--- config.mk ---
export PLATFORM = sky130hd
export DESIGN_NAME = if_stage
export DESIGN_NICKNAME = d
export VERILOG_FILES = /design/src/rtl/if_stage.sv
export SDC_FILE = /design/constraint.sdc
export NUM_CORES = 1
export LEC_CHECK = 0
export ABC_AREA = 1
export BUFFER_PORTS_ARGS = -buffer_cell sky130_fd_sc_hd__buf_2
export CAP_MARGIN = 20
export CORE_MARGIN = 3
export CORE_UTILIZATION = 45
export CTS_CLUSTER_SIZE = 8
export DETAILED_ROUTE_END_ITERATION = 12
export HOLD_SLACK_MARGIN = 0.02
export PLACE_DENSITY = 0.92
export SYNTH_ARGS = -nofsm -noshare
export SYNTH_HDL_FRONTEND = slang
export SYNTH_SLANG_ARGS = --single-unit
export TNS_END_PERCENT = 5
--- constraint.sdc ---
create_clock -name clk -period 3 [get_ports clk]
set_clock_uncertainty 0.05 [all_clocks]
set_input_delay 0.15 -clock clk [delete_from_list [all_inputs] [get_ports clk]]
set_output_delay 0.15 -clock clk [all_outputs]
set_load 0.02 [all_outputs]
--- src/rtl/if_stage.sv ---
// ============================================================================
// Module   : if_stage
// Purpose  : Instruction-fetch stage. Pairs preIF entries with in-order SRAM
//            responses, buffers under ID stall, and discards flushed responses.
// Revision : 1.0  initial release
// ============================================================================
`default_nettype none

module if_stage #(
    parameter int          CNT_W    = 2,
    parameter logic [31:0] RESET_PC = 32'h1BFFFFFC
) (
    input  logic          clk,
    input  logic          reset,
    input  logic          preIF_to_IF_valid,
    input  logic [111:0]  preIF_to_IF_BUS,
    output logic          IF_allowin,
    output logic          IF_blocked,
    output logic [31:0]   if_pc,
    input  logic          inst_sram_data_ok,
    input  logic [31:0]   inst_sram_rdata,
    input  logic          ID_allowin,
    output logic          IF_to_ID_valid,
    output logic [111:0]  IF_to_ID_BUS,
    input  logic          wb_ex,
    input  logic          ertn_flush,
    input  logic          br_taken_cancel
);

    logic             if_valid_q,       if_valid_d;
    logic             inst_buf_valid_q, inst_buf_valid_d;
    logic [31:0]      inst_buf_q,       inst_buf_d;
    logic [CNT_W-1:0] cancel_cnt_q,     cancel_cnt_d;
    logic [31:0]      if_pc_q,          if_pc_d;
    logic [31:0]      pc_q,             pc_d;
    logic             ex_q,             ex_d;
    logic [14:0]      ex_code_q,        ex_code_d;
    logic [31:0]      ex_vaddr_q,       ex_vaddr_d;

    logic        w_flush;
    logic        w_resp_hit;
    logic        w_drop;
    logic        w_ready_go;
    logic        w_allowin;
    logic        w_leave;
    logic        w_accept;
    logic        w_inc_cur;
    logic        w_inc_new;
    logic [31:0] w_inst;
    logic        w_unused;

    // pc_prev is only meaningful to preIF
    assign w_unused   = &{1'b0, preIF_to_IF_BUS[111:80]};

    assign w_flush    = wb_ex | ertn_flush | br_taken_cancel;
    assign w_resp_hit = inst_sram_data_ok && (cancel_cnt_q == '0);
    assign w_drop     = inst_sram_data_ok && (cancel_cnt_q != '0);
    assign w_ready_go = inst_buf_valid_q || w_resp_hit;
    assign w_allowin  = !if_valid_q || (w_ready_go && ID_allowin);
    assign w_leave    = if_valid_q && w_ready_go && ID_allowin;
    assign w_accept   = preIF_to_IF_valid && w_allowin;
    assign w_inst     = inst_buf_valid_q ? inst_buf_q : inst_sram_rdata;

    // Requests abandoned by a flush: the current entry if its response is
    // still outstanding, and any entry handed over in the flush cycle.
    assign w_inc_cur  = if_valid_q && !inst_buf_valid_q && !w_resp_hit;
    assign w_inc_new  = w_accept;

    assign IF_allowin     = w_allowin;
    assign IF_blocked     = !reset && w_allowin && !w_flush;
    assign if_pc          = if_pc_q;
    assign IF_to_ID_valid = if_valid_q && w_ready_go && !w_flush;
    assign IF_to_ID_BUS   = {pc_q, w_inst, ex_q, ex_code_q, ex_vaddr_q};

    always_comb begin
        if_valid_d       = if_valid_q;
        inst_buf_valid_d = inst_buf_valid_q;
        inst_buf_d       = inst_buf_q;
        cancel_cnt_d     = cancel_cnt_q - CNT_W'(w_drop);
        if_pc_d          = if_pc_q;
        pc_d             = pc_q;
        ex_d             = ex_q;
        ex_code_d        = ex_code_q;
        ex_vaddr_d       = ex_vaddr_q;

        if (w_flush) begin
            if_valid_d       = 1'b0;
            inst_buf_valid_d = 1'b0;
            cancel_cnt_d     = cancel_cnt_q + CNT_W'(w_inc_cur) + CNT_W'(w_inc_new)
                               - CNT_W'(w_drop);
        end else begin
            if (w_accept) begin
                if_valid_d = 1'b0 | 1'b1;
                if_pc_d    = preIF_to_IF_BUS[79:48];
                pc_d       = preIF_to_IF_BUS[79:48];
                ex_d       = preIF_to_IF_BUS[47];
                ex_code_d  = preIF_to_IF_BUS[46:32];
                ex_vaddr_d = preIF_to_IF_BUS[31:0];
            end else if (w_leave) begin
                if_valid_d = 1'b0;
            end

            if (w_leave) begin
                inst_buf_valid_d = 1'b0;
            end else if (w_resp_hit && if_valid_q && !inst_buf_valid_q && !ID_allowin) begin
                inst_buf_valid_d = 1'b1;
                inst_buf_d       = inst_sram_rdata;
            end
        end
    end

    always_ff @(posedge clk) begin
        if (reset) begin
            if_valid_q       <= 1'b0;
            inst_buf_valid_q <= 1'b0;
            inst_buf_q       <= '0;
            cancel_cnt_q     <= '0;
            if_pc_q          <= RESET_PC;
            pc_q             <= '0;
            ex_q             <= 1'b0;
            ex_code_q        <= '0;
            ex_vaddr_q       <= '0;
        end else begin
            if_valid_q       <= if_valid_d;
            inst_buf_valid_q <= inst_buf_valid_d;
            inst_buf_q       <= inst_buf_d;
            cancel_cnt_q     <= cancel_cnt_d;
            if_pc_q          <= if_pc_d;
            pc_q             <= pc_d;
            ex_q             <= ex_d;
            ex_code_q        <= ex_code_d;
            ex_vaddr_q       <= ex_vaddr_d;
        end
    end

endmodule

`default_nettype wire

==> metrics.txt <==
die height 119 um; number of global-route vias before repair about 6600; placed instance area about 0.007 sq mm; Gate power share approximately an eighth; synth unique cells 24; Critical-path top delay cell buf_4; Power Dens Cells about 540 mW/mm^2; Post-Syn Nets 902; main flop type after synthesis dfxtp_1; Clock Sinks 142; dominant cell type by area after synthesis dfxtp_1; Die ar. 0.0142 sq mm; Arr. time, crit path roughly 2400 ps; Synth Instances about 750; Clock Pin Slew Worst Setup and Hold Paths 60 ps; IO buf count around 270; Critical Path End IF_blocked; crit path from cancel_cnt_q[1]; fin crit share between 80 and 90%; commonest cells in the netlist 201 x nand2_1, 142 x dfxtp_1, 80 x nand4_1, 72 x a21oi_1, 70 x nor2_1; Pre-antenna DRT Iters 5; Post-synth EDFFs 0; internal power between 0.003 and 0.004 W; most common cell in the synthesized netlist nand2_1; num rows 40; Psw 0.00116 W; RD Place Congestion approximately 0.81; fin area roughly 0.0087 sq mm; synthesized area per cell roughly 7.7 sq um; Critical path buffers and inverters 3; via/cell ratio approximately 5.4; initial antenna violation count 1; Setup TNS 0 ps; post-DR wirelength/cell roughly 17 um; NumNets Final roughly 1200; max cap viols 0; Hold Fails Final Rpt 0; status finished, final reports clean; CTS Root Cell clkbuf_16; Clk network pwr share a little under half; vias after detailed routing between 6000 and 7000; Crit. End Element primary output; Syn-to-layout area delta 51.6%; # DRC 0; top-area cell type share of the netlist area between 40% and 50%; Max stage delay on crit path around 650 ps; HPWL Detailed ~11 mm; worst IR drop on VDD approximately 0.52 mV; maximum level of the CTS H-tree 4; critical path peak fanout slightly above 80; Flop pwr share 41.7%; share of post-route cells with drive strength above 1 between 30 and 40%; Warnings, synthesis 0; largest net degree at the start of global routing just over 80; Tot GR Track Use between 20 and 30%; Starting Density 46.9%; crit path time final 2560 ps; I/O pins 299; Slew headroom about a third; Levels on crit path 7; share of synthesized registers carrying an async set or reset 0%; Setup crit start kind register; endpoints failing setup 0; R2R Setup Slk roughly 840 ps; count of pins over their slew limit 0; HP Class primary input to register; FF-to-FF End pc_q[22]; fill count about 790; Max Freq around 400 MHz; TritonCTS clock tree built; iteration-0 DRC count of the detailed router about 700; Leak around 4 nW; worst slew pin tran 1030 ps; die width ~120 um; Net Sw Frac approximately a quarter; Worst R2R Start cancel_cnt_q[1]; WL final approximately 21 mm; crit path kind register to primary output; CP cell instances nor2_2, nand2_2, a21oi_4, buf_4, inv_1, nor3_1, buf_2; CTS Buf Count 17; fin cells between 1000 and 1500; number of synthesized register bits about 140; path depth of the worst reg2reg path 6; post-synthesis sequential area ratio just under 50%; Clock Tree Buf Depth 2; core footprint roughly 0.012 sq mm; placed insts about 1100; first-pass GRT wire length between 30 and 40 mm; Area contributors post-synth dfxtp_1 49%, nand2_1 13%, nand4_1 8.7%, a21oi_1 6.3%, nor2_1 4.6%; worst endpoint required time 2800 ps; grt ovf 0; family with the most delay on the worst path buffers and inverters; Netlist Area Pre-Place around 0.0057 sq mm; Post-CTS Resized 0; RSZ-0062 raised after global routing false; clock latency on the worst-skew pair 410 ps; ANT nets after route 0
tightest hold or removal path, delay by kind of cell:
family | cells | cell delay [ps]
buffers and inverters | 1 | 110
and+or+nand+nor | 1 | 100
AOI/OAI and AO/OA | 1 | 80
final cells by class:
cell class | count | area [sq um] | area share, %
antenna | 2 | 5.00 | 0.0574
inverter | 14 | 52.6 | 0.603
timing repair buffer | 384 | 2530 | 29.0
clock inverter | 11 | 139 | 1.59
tap | 168 | 210 | 2.41
multi-input combinational | 518 | 2480 | 28.4
sequential | 142 | 2840 | 32.6
clock buffer | 21 | 460 | 5.28
per-stage QoR:
stage	worst slack [ps]	util (%)	total power (W)	hold WS, ps
floorplan	691	-	0.00228	207
global placement	917	57.2	0.00246	339
detailed placement	862	57.2	0.00247	352
CTS	406	71.0	0.00470	24.8
global route	204	71.1	0.00486	23.0
finish	440	71.1	0.00471	41.1
worst min path at each step:
stage | start | end | slack, ps | depth (start not counted)
6_report | preIF_to_IF_BUS[4] | ex_vaddr_q[4] | 40 | 3
5_1_grt | preIF_to_IF_BUS[4] | ex_vaddr_q[4] | 20 | 3
4_1_cts | preIF_to_IF_BUS[49] | if_pc[1] | 20 | 3
3_5_place_dp | ID_allowin | inst_buf_valid_q | 350 | 2
3_3_place_gp | ID_allowin | inst_buf_valid_q | 340 | 2
2_1_floorplan | ID_allowin | inst_buf_valid_q | 210 | 1
logic make-up after synthesis:
kind of cell	synth area share (%)
simple gates	30.8
flops	49.4
compound gates	11.1
buf+inv	7.75
fa+ha+maj	0.783
xor+xnor	0.152
sequential cells by signal, indices dropped and copies added, names as in the netlist:
register / flops
inst_buf_q: 32
ex_q: 1
inst_buf_valid_q: 1
ex_vaddr_q: 32
cancel_cnt_q: 2
if_valid_q: 1
pc_q: 26
ex_code_q: 15
if_pc: 32
power groups by stage:
stage / Combinational (W) / Clock (W) / Sequential, W
6_report: 0.000603 / 0.00214 / 0.00196
5_1_grt: 0.000651 / 0.00225 / 0.00197
4_1_cts: 0.000581 / 0.00216 / 0.00196
3_5_place_dp: 0.000469 / 0 / 0.00200
3_3_place_gp: 0.000462 / 0 / 0.00200
2_1_floorplan: 0.000241 / 0 / 0.00204
metal layers:
metal	vias to the layer above	track usage [%]	wire length [um]
li1	3171	-	-
met4	0	19.6	1250
met2	499	48.6	10300
met5	-	0	0
met3	111	8.50	2010
met1	3085	31.6	7680
what timing repair did:
item | CTS | global route
setup buffers | 0 | 0
hold buffers | 109 | 0
endpoints found under the hold margin | 129 | 0
cells in the final DEF (no fill, tap or decap), drive strengths merged:
cell type	n
a21oi	83
a31oi	1
buf	275
bufinv	3
clkbuf	21
clkinv	5
clkinvlp	2
dfxtp	142
diode	2
dlygate4sd3	109
fa	1
ha	2
inv	15
nand2	212
nand3	27
nand4	81
nor2	73
nor3	1
o21ai	35
or2	1
xnor2	1
(Power assumes the default switching activity.)
